**src/rtl/rv_decode_queue.sv**
```systemverilog
// RV32I/RV64I decode stage: each accepted word is decoded once at enqueue and held in a DEPTH-entry queue.
// Define DECODE_ILLEGAL_EN to compute and queue a per-entry illegal-instruction flag; otherwise out_illegal is tied 0.
module rv_decode_queue #(
    parameter int XLEN  = 32,
    parameter int DEPTH = 4
) (
    input  logic                       clk,
    input  logic                       rst_n,
    input  logic                       flush,
    input  logic                       in_valid,
    output logic                       in_ready,
    input  logic [31:0]                in_instr,
    input  logic [XLEN-1:0]            in_pc,
    output logic                       out_valid,
    input  logic                       out_ready,
    output logic [XLEN-1:0]            out_pc,
    output logic [6:0]                 out_opcode,
    output logic [4:0]                 out_rd,
    output logic [4:0]                 out_rs1,
    output logic [4:0]                 out_rs2,
    output logic                       out_rd_we,
    output logic                       out_rs1_used,
    output logic                       out_rs2_used,
    output logic [XLEN-1:0]            out_imm,
    output logic [3:0]                 out_func,
    output logic [2:0]                 out_fmt,
    output logic                       out_illegal,
    output logic [$clog2(DEPTH):0]     occupancy
);

    localparam int PW = $clog2(DEPTH);
    localparam int CW = PW + 1;

    localparam logic [6:0] OP_R     = 7'b0110011;
    localparam logic [6:0] OP_LOAD  = 7'b0000011;
    localparam logic [6:0] OP_IMM   = 7'b0010011;
    localparam logic [6:0] OP_JALR  = 7'b1100111;
    localparam logic [6:0] OP_STORE = 7'b0100011;
    localparam logic [6:0] OP_BR    = 7'b1100011;
    localparam logic [6:0] OP_LUI   = 7'b0110111;
    localparam logic [6:0] OP_AUIPC = 7'b0010111;
    localparam logic [6:0] OP_JAL   = 7'b1101111;

    typedef enum logic [2:0] {
        FMT_R   = 3'd0,
        FMT_I   = 3'd1,
        FMT_S   = 3'd2,
        FMT_B   = 3'd3,
        FMT_U   = 3'd4,
        FMT_J   = 3'd5,
        FMT_INV = 3'd7
    } fmt_e;

    typedef struct packed {
        logic [XLEN-1:0] pc;
        logic [6:0]      opcode;
        logic [4:0]      rd;
        logic [4:0]      rs1;
        logic [4:0]      rs2;
        logic            rd_we;
        logic            rs1_used;
        logic            rs2_used;
        logic [XLEN-1:0] imm;
        logic [3:0]      func;
        logic [2:0]      fmt;
`ifdef DECODE_ILLEGAL_EN
        logic            illegal;
`endif
    } entry_t;

    entry_t          dec;
    entry_t          mem_q [DEPTH];
    entry_t          mem_d [DEPTH];
    logic [PW-1:0]   wr_ptr_q, wr_ptr_d;
    logic [PW-1:0]   rd_ptr_q, rd_ptr_d;
    logic [CW-1:0]   occ_q, occ_d;
    logic            full, empty, push, pop;
    logic [2:0]      funct3;
    logic            is_shift_imm;

    assign funct3       = in_instr[14:12];
    assign is_shift_imm = (in_instr[6:0] == OP_IMM) && (funct3 == 3'b001 || funct3 == 3'b101);

    always_comb begin
        dec        = '0;
        dec.pc     = in_pc;
        dec.opcode = in_instr[6:0];
        dec.fmt    = FMT_INV;
        case (in_instr[6:0])
            OP_R: begin
                dec.fmt      = FMT_R;
                dec.rd       = in_instr[11:7];
                dec.rs1      = in_instr[19:15];
                dec.rs2      = in_instr[24:20];
                dec.rd_we    = 1'b1;
                dec.rs1_used = 1'b1;
                dec.rs2_used = 1'b1;
                dec.func     = {funct3, in_instr[30]};
            end
            OP_LOAD, OP_IMM, OP_JALR: begin
                dec.fmt      = FMT_I;
                dec.rd       = in_instr[11:7];
                dec.rs1      = in_instr[19:15];
                dec.rd_we    = 1'b1;
                dec.rs1_used = 1'b1;
                dec.imm      = XLEN'($signed(in_instr[31:20]));
                dec.func     = {funct3, is_shift_imm ? in_instr[30] : 1'b0};
            end
            OP_STORE: begin
                dec.fmt      = FMT_S;
                dec.rs1      = in_instr[19:15];
                dec.rs2      = in_instr[24:20];
                dec.rs1_used = 1'b1;
                dec.rs2_used = 1'b1;
                dec.imm      = XLEN'($signed({in_instr[31:25], in_instr[11:7]}));
                dec.func     = {funct3, 1'b0};
            end
            OP_BR: begin
                dec.fmt      = FMT_B;
                dec.rs1      = in_instr[19:15];
                dec.rs2      = in_instr[24:20];
                dec.rs1_used = 1'b1;
                dec.rs2_used = 1'b1;
                dec.imm      = XLEN'($signed({in_instr[31], in_instr[7], in_instr[30:25],
                                              in_instr[11:8], 1'b0}));
                dec.func     = {funct3, 1'b0};
            end
            OP_LUI, OP_AUIPC: begin
                dec.fmt   = FMT_U;
                dec.rd    = in_instr[11:7];
                dec.rd_we = 1'b1;
                dec.imm   = XLEN'($signed({in_instr[31:12], 12'b0}));
            end
            OP_JAL: begin
                dec.fmt   = FMT_J;
                dec.rd    = in_instr[11:7];
                dec.rd_we = 1'b1;
                dec.imm   = XLEN'($signed({in_instr[31], in_instr[19:12], in_instr[20],
                                           in_instr[30:21], 1'b0}));
            end
            default: ;
        endcase
`ifdef DECODE_ILLEGAL_EN
        dec.illegal = (dec.fmt == FMT_INV);
        if (in_instr[6:0] == OP_R) begin
            if (in_instr[31:25] != 7'b0000000 && in_instr[31:25] != 7'b0100000)
                dec.illegal = 1'b1;
            if (in_instr[31:25] == 7'b0100000 && funct3 != 3'b000 && funct3 != 3'b101)
                dec.illegal = 1'b1;
        end
        // RV64 shift-immediates carry a 6-bit shamt, so only instr[31:26] is the funct field.
        if (is_shift_imm) begin
            if (XLEN == 64) begin
                if (in_instr[31:26] != 6'b000000 && in_instr[31:26] != 6'b010000)
                    dec.illegal = 1'b1;
            end else begin
                if (in_instr[31:25] != 7'b0000000 && in_instr[31:25] != 7'b0100000)
                    dec.illegal = 1'b1;
            end
        end
`endif
    end

    assign full  = (occ_q == CW'(DEPTH));
    assign empty = (occ_q == '0);
    assign push  = in_valid && !full;
    assign pop   = out_ready && !empty;

    always_comb begin
        mem_d    = mem_q;
        wr_ptr_d = wr_ptr_q;
        rd_ptr_d = rd_ptr_q;
        occ_d    = occ_q;
        // Flush wins over any same-cycle push or pop; the entry being pushed is dropped.
        if (flush) begin
            wr_ptr_d = '0;
            rd_ptr_d = '0;
            occ_d    = '0;
        end else begin
            if (push) begin
                mem_d[wr_ptr_q] = dec;
                wr_ptr_d        = wr_ptr_q + PW'(1);
            end
            if (pop)
                rd_ptr_d = rd_ptr_q + PW'(1);
            if (push && !pop)
                occ_d = occ_q + CW'(1);
            else if (pop && !push)
                occ_d = occ_q - CW'(1);
        end
    end

    always_ff @(posedge clk or negedge rst_n) begin
        if (!rst_n) begin
            wr_ptr_q <= '0;
            rd_ptr_q <= '0;
            occ_q    <= '0;
            for (int i = 0; i < DEPTH; i++) begin
                mem_q[i]     <= '0;
                mem_q[i].fmt <= FMT_INV;
            end
        end else begin
            wr_ptr_q <= wr_ptr_d;
            rd_ptr_q <= rd_ptr_d;
            occ_q    <= occ_d;
            mem_q    <= mem_d;
        end
    end

    assign in_ready     = !full;
    assign out_valid    = !empty;
    assign occupancy    = occ_q;
    assign out_pc       = mem_q[rd_ptr_q].pc;
    assign out_opcode   = mem_q[rd_ptr_q].opcode;
    assign out_rd       = mem_q[rd_ptr_q].rd;
    assign out_rs1      = mem_q[rd_ptr_q].rs1;
    assign out_rs2      = mem_q[rd_ptr_q].rs2;
    assign out_rd_we    = mem_q[rd_ptr_q].rd_we;
    assign out_rs1_used = mem_q[rd_ptr_q].rs1_used;
    assign out_rs2_used = mem_q[rd_ptr_q].rs2_used;
    assign out_imm      = mem_q[rd_ptr_q].imm;
    assign out_func     = mem_q[rd_ptr_q].func;
    assign out_fmt      = mem_q[rd_ptr_q].fmt;
`ifdef DECODE_ILLEGAL_EN
    assign out_illegal  = mem_q[rd_ptr_q].illegal;
`else
    assign out_illegal  = 1'b0;
`endif

endmodule

```
**config.mk**
```make
export PLATFORM = sky130hd
export DESIGN_NAME = rv_decode_queue
export DESIGN_NICKNAME = d
export VERILOG_FILES = /design/src/rtl/rv_decode_queue.sv
export SDC_FILE = /design/constraint.sdc
export NUM_CORES = 1
export LEC_CHECK = 0
export ABC_AREA = 1
export CAP_MARGIN = 40
export CORE_MARGIN = 1.5
export CORE_UTILIZATION = 42
export DETAILED_ROUTE_END_ITERATION = 16
export PLACE_DENSITY = 0.66
export SYNTH_ARGS = -nofsm -noshare
export SYNTH_HDL_FRONTEND = slang
export SYNTH_SLANG_ARGS = --single-unit
export TNS_END_PERCENT = 5
```
**constraint.sdc**
```tcl
create_clock -name clk -period 3.89 [get_ports clk]
set_input_delay 0.778 -clock clk [delete_from_list [all_inputs] [get_ports clk]]
set_output_delay 0.778 -clock clk [all_outputs]
set_load 0.02 [all_outputs]
```
Word-level counts from Yosys, hierarchy flattened. Index checks and enable logic that the tools add are counted.

Bits of input ports: 69. Word-level logic and storage cells: 114. Flip-flop bits (word level): 391.

Add/subtract/negate cells: 4. Reduce and logical (&&, ||, !) cells: 22. Magnitude comparators: 3. Bitwise gates (word level): 3. Equal/unequal tests: 12. Multiplexer cells: 23.

Operator list (count): $bwmux W384 (1); $mux W96 (3); $bmux W96 S2 (1); $demux W96 S2 (1); $pmux W32 S5 (1); $eq A7 B6 Y1 const B (3); $eq A7 B7 Y1 const B (3); $pmux W3 S6 (1); $mux W5 (3); $eq A7 B5 Y1 const B (2); $pmux W4 S3 (1); $mux W3 (3); $mux W2 (4); $eq A7 B2 Y1 const B (1); $reduce_or A7 Y1 (1); $eq A3 B3 Y1 const B (2); $ge A3 B3 Y1 const B (2); $logic_and A1 B1 Y1 (6); $not A2 Y3 (2); $reduce_or A3 Y1 (2); $reduce_or A6 Y1 (1); $add A2 B1 Y2 const B (2); $logic_not A1 Y1 (4); $mux W1 (4); other kinds (11) (13).

Depth between registers and ports, before layout. Gate-level depths: netlist of the first run.

Word-level depth: 8. Gate-level depth with buffers: 12. Depth with buffers taken out: 12.

Worst setup path after synthesis of the first run. OpenSTA, ideal clock, no wires.

Path kind: reg-to-output. From: register rd_ptr_q[0]. To: output port out_imm[19]. Data required time: 3.112 ns. Arrival: 1.525 ns. Slack: 1.587 ns. Stages on the path, launching flop included: 7. Path through: dfrtp_1 > buf_2 > inv_1 > buf_2 > clkbuf_1 > nor2_1 > o22ai_1.

Cells in the longest elaborated chain, start to end: 4.

Ends and longest elaborated chain: start: declaration (RTL line 75) `logic [PW-1:0] rd_ptr_q, rd_ptr_d;`; start signal: assignment (RTL line 204) `rd_ptr_q <= rd_ptr_d;`; $not A2 Y3 (not written as such) (RTL line 221) `assign out_imm = mem_q[rd_ptr_q].imm;`; $bmux W96 S2 (RTL line 221); $mux W96 (2 in a row); end: declaration (RTL line 24) `output logic [XLEN-1:0] out_imm,`.

No other way between the ends. The select of a mux whose other input is x is not followed.

Final worst setup path of the first run.
From: register rd_ptr_q[0]. To: output port out_imm[31].

The elaborated chain is that of the path after synthesis.

==> impl_metrics.tcl, run 1 <==
set metrics [dict create \
    grt_max_degree 103 \
    min_path_type "in2async" \
    dieArea_um2 44630 \
    synth_top_area_share_pct 52.06 \
    cts_buffer_depth 3 \
    cts_tree "done" \
    initial_core_util_pct 42.38 \
    drive_gt1_share_pct 6.926 \
    cts_setup_buffers 0 \
    syn_area_um2 18220 \
    fin_total_pwr_w 0.01418 \
    via_count 16250 \
    clkSlewWorstSetupHoldPaths_ns 0.06 \
    drtIter0Drc 1478 \
    fin_skew_ns 0.02058 \
    p_int_w 0.009290 \
    grt_remaining_overflow 0 \
    crit_fanout 41 \
    power_density_nw_per_um2 646.6 \
    ios 171 \
    grt_pass1_wl_mm 89.61 \
    wl_per_cell_um 18.45 \
    root_buffer "clkbuf_16" \
    crit_slowest_cell "clkdlybuf4s50_1" \
    worst_pin_slew_ns 0.7916 \
    worstSkewPairLatency_ns 0.59 \
    syn-instance-count 2335 \
    core_um2 42980 \
    finalHoldViolCount 0 \
    numCtsBuffers 45 \
    dr.pass1.iters 5 \
    critPathKind "reg2out" \
    pwr-share-seq_pct 38.7 \
    synthDistinctLibCells 33 \
    ant_nets 0 \
    port_buffers 169 \
    grt_use_total_pct 25.62 \
    fin_nets 2506 \
    holdBufCountCts 0 \
    die_w_um 211.3 \
    final_common_cell "nand2_1" \
    final.setup.tns_ns 0 \
    path_cells "inv_6 -> buf_12 -> o21ai_0 -> o22ai_1 -> clkdlybuf4s50_1" \
    max_stage_delay_ns 0.67 \
    synth_top_cell_by_area "dfrtp_1" \
    irDropWorstVdd_mv 0.2850 \
    ff2ff_path_depth 9 \
    period_share_pct 95.45 \
    nFillCells 4080 \
    combPwrFrac_pct 31.4 \
    fin_hold_ws_ns 0.1905 \
    hpwl_mm 33.28 \
    clkPwrFrac_pct 29.9 \
    slew_violations 0 \
    r2r_slack_ns 1.35 \
    yosys_register_bits 391 \
    multiInputGateArea_um2 7533 \
    std_cell_rows 76 \
    setup_violations 0 \
    period_needed_ns 3.713 \
    slew_headroom_pct 47.16 \
    syn_to_final_growth_pct 20.39 \
    synthTopCellsByArea "dfrtp_1 52%, nand2_1 22%, o21ai_0 6.2%, nor2_1 4.2%, o22ai_1 3.3%" \
    fmax_mhz 269.3 \
    ys_seq_area_share_pct 53.79 \
    ff_latch_area_um2 9804 \
    rsz0062_at_grt "false" \
    max-cap-violations 0 \
    syn_area_per_cell_um2 7.801 \
    outcome "finished clean" \
    cp_top_family "buffers and inverters" \
    cts_sinks 391 \
    h-tree-depth 2 \
    power_switching_share_pct 34.49 \
    yosys_warnings 0 \
    crit_arrival_ns 2.94 \
    dpl_cell_area_um2 20450 \
    cp-end-kind "output pin" \
    gp_congestion 0.8529 \
    syn_nets 2409 \
    r2r_end "mem_q[141]" \
    p_switching_w 0.004890 \
    cts-resized-gates 0 \
    grt_antenna_before_repair 2 \
    grt_pass1_vias 16000 \
    most-common-layout-cells "1,083 x nand2_1, 377 x dfrtp_1, 224 x o21ai_0" \
    drc 0 \
    die_h_um 211.3 \
    crit_path_start_kind "flop" \
    wl_mm 56.39 \
    r2r-start "occupancy[1]" \
    power.leakage_nw 11.47 \
    crit_buf_inv 3 \
    crit_required_ns 3.11 \
    utilization_pct 51.02 \
    stdcell_area_um2 21930 \
    via_per_inst 5.319 \
]
final cells by class:
class	instances	area share (%)
multi-input cells	1749	34.35
well taps	585	3.338
diodes	2	0.02282
clock buffers	73	6.162
inverters	41	0.7588
clock inverters	11	0.5820
repair buffers	204	10.08
flip-flops and latches	391	44.71
stage by stage:
| stage | setup slack [ns] | std cells |
|---|---|---|
| after floorplan | 1.587 | 2335 |
| after detailed placement | 0.7789 | 2970 |
| after global routing | 0.04910 | 3056 |
| after CTS | 0.1560 | 3054 |
| after global placement | 0.8212 | 2970 |
| final | 0.1770 | 3056 |
routing by layer:
layer | up-vias | part of all wire (%) | global-route usage (%) | wire [um]
met3 | 114 | 7.4 | 5.025 | 4179
met2 | 645 | 46 | 40.57 | 25900
met5 | - | 0 | 0 | 0
met4 | 0 | 3.1 | 9.015 | 1721
met1 | 7865 | 44 | 35.06 | 24590
li1 | 7630 | - | - | -
power by group through the flow:
stage          sequential [W]  clock (W)  combinational, W
3_5_place_dp          0.00553          0           0.00446
6_report              0.00548    0.00424           0.00445
2_1_floorplan         0.00539          0           0.00261
5_1_grt               0.00559    0.00450           0.00486
3_3_place_gp          0.00551          0           0.00439
4_1_cts               0.00548    0.00432           0.00448
how the worst max path moves through the flow:
stage | cells after the start | endpoint | from | slack [ns]
after floorplan | 6 | out_imm[19] | rd_ptr_q[0] | 1.59
after global placement | 5 | out_pc[2] | rd_ptr_q[0] | 0.82
after detailed placement | 5 | out_pc[2] | rd_ptr_q[0] | 0.78
after CTS | 5 | out_pc[2] | rd_ptr_q[0] | 0.16
after global routing | 5 | out_imm[13] | rd_ptr_q[0] | 0.05
final | 5 | out_imm[31] | rd_ptr_q[0] | 0.18
synthesized netlist by cell type:
master,number
inv_4,1
o21a_1,4
nor2_1,204
inv_1,30
nor2_2,1
o21ai_2,1
buf_1,1
fa_1,1
conb_1,1
nand3_2,12
o22ai_1,97
o21ai_0,224
nor2_4,10
buf_2,66
clkbuf_1,70
nand3_1,85
buf_4,11
dfstp_2,12
nand2_1,1083
a21oi_1,2
nand3_4,1
o21ai_1,1
nand2_2,10
nor2_8,1
ha_1,4
nand2_4,3
xnor2_1,1
inv_2,10
a21oi_2,1
nand4_1,1
dfrtp_1,379
nor3_1,1
buf_6,6
kinds of logic (layout without fill, tap and decap cells):
kind of cell | after synthesis | count (layout) | synth area share, %
xor+xnor | 1 | 1 | 0.04809
other cells | 1 | 3 | 0.02059
buf+inv | 195 | 329 | 4.959
compound gates | 330 | 330 | 9.829
simple gates | 1412 | 1412 | 30.96
flops | 391 | 391 | 53.79
fa+ha+maj | 5 | 5 | 0.3847
flip-flops by register name, indices dropped and copies added, names as in the netlist:
name,flops
occupancy,3
wr_ptr_q,2
rd_ptr_q,2
mem_q,384
worst register-to-register path: cells and delay by family (launching register included):
family        cells  cell delay, ns
flops             1            0.42
simple gates      6            0.64
buf+inv           3            1.43
(Power assumes the default switching activity.)
==> run 2, diff against run 1 <==
--- a/config.mk
+++ b/config.mk
@@ -11,6 +11,7 @@
 export CORE_UTILIZATION = 42
 export DETAILED_ROUTE_END_ITERATION = 16
 export PLACE_DENSITY = 0.66
+export SLEW_MARGIN = 5
 export SYNTH_ARGS = -nofsm -noshare
 export SYNTH_HDL_FRONTEND = slang
 export SYNTH_SLANG_ARGS = --single-unit
==> results of run 2 <==
The final DEF is identical to that of run 1; final timing and power are the same.
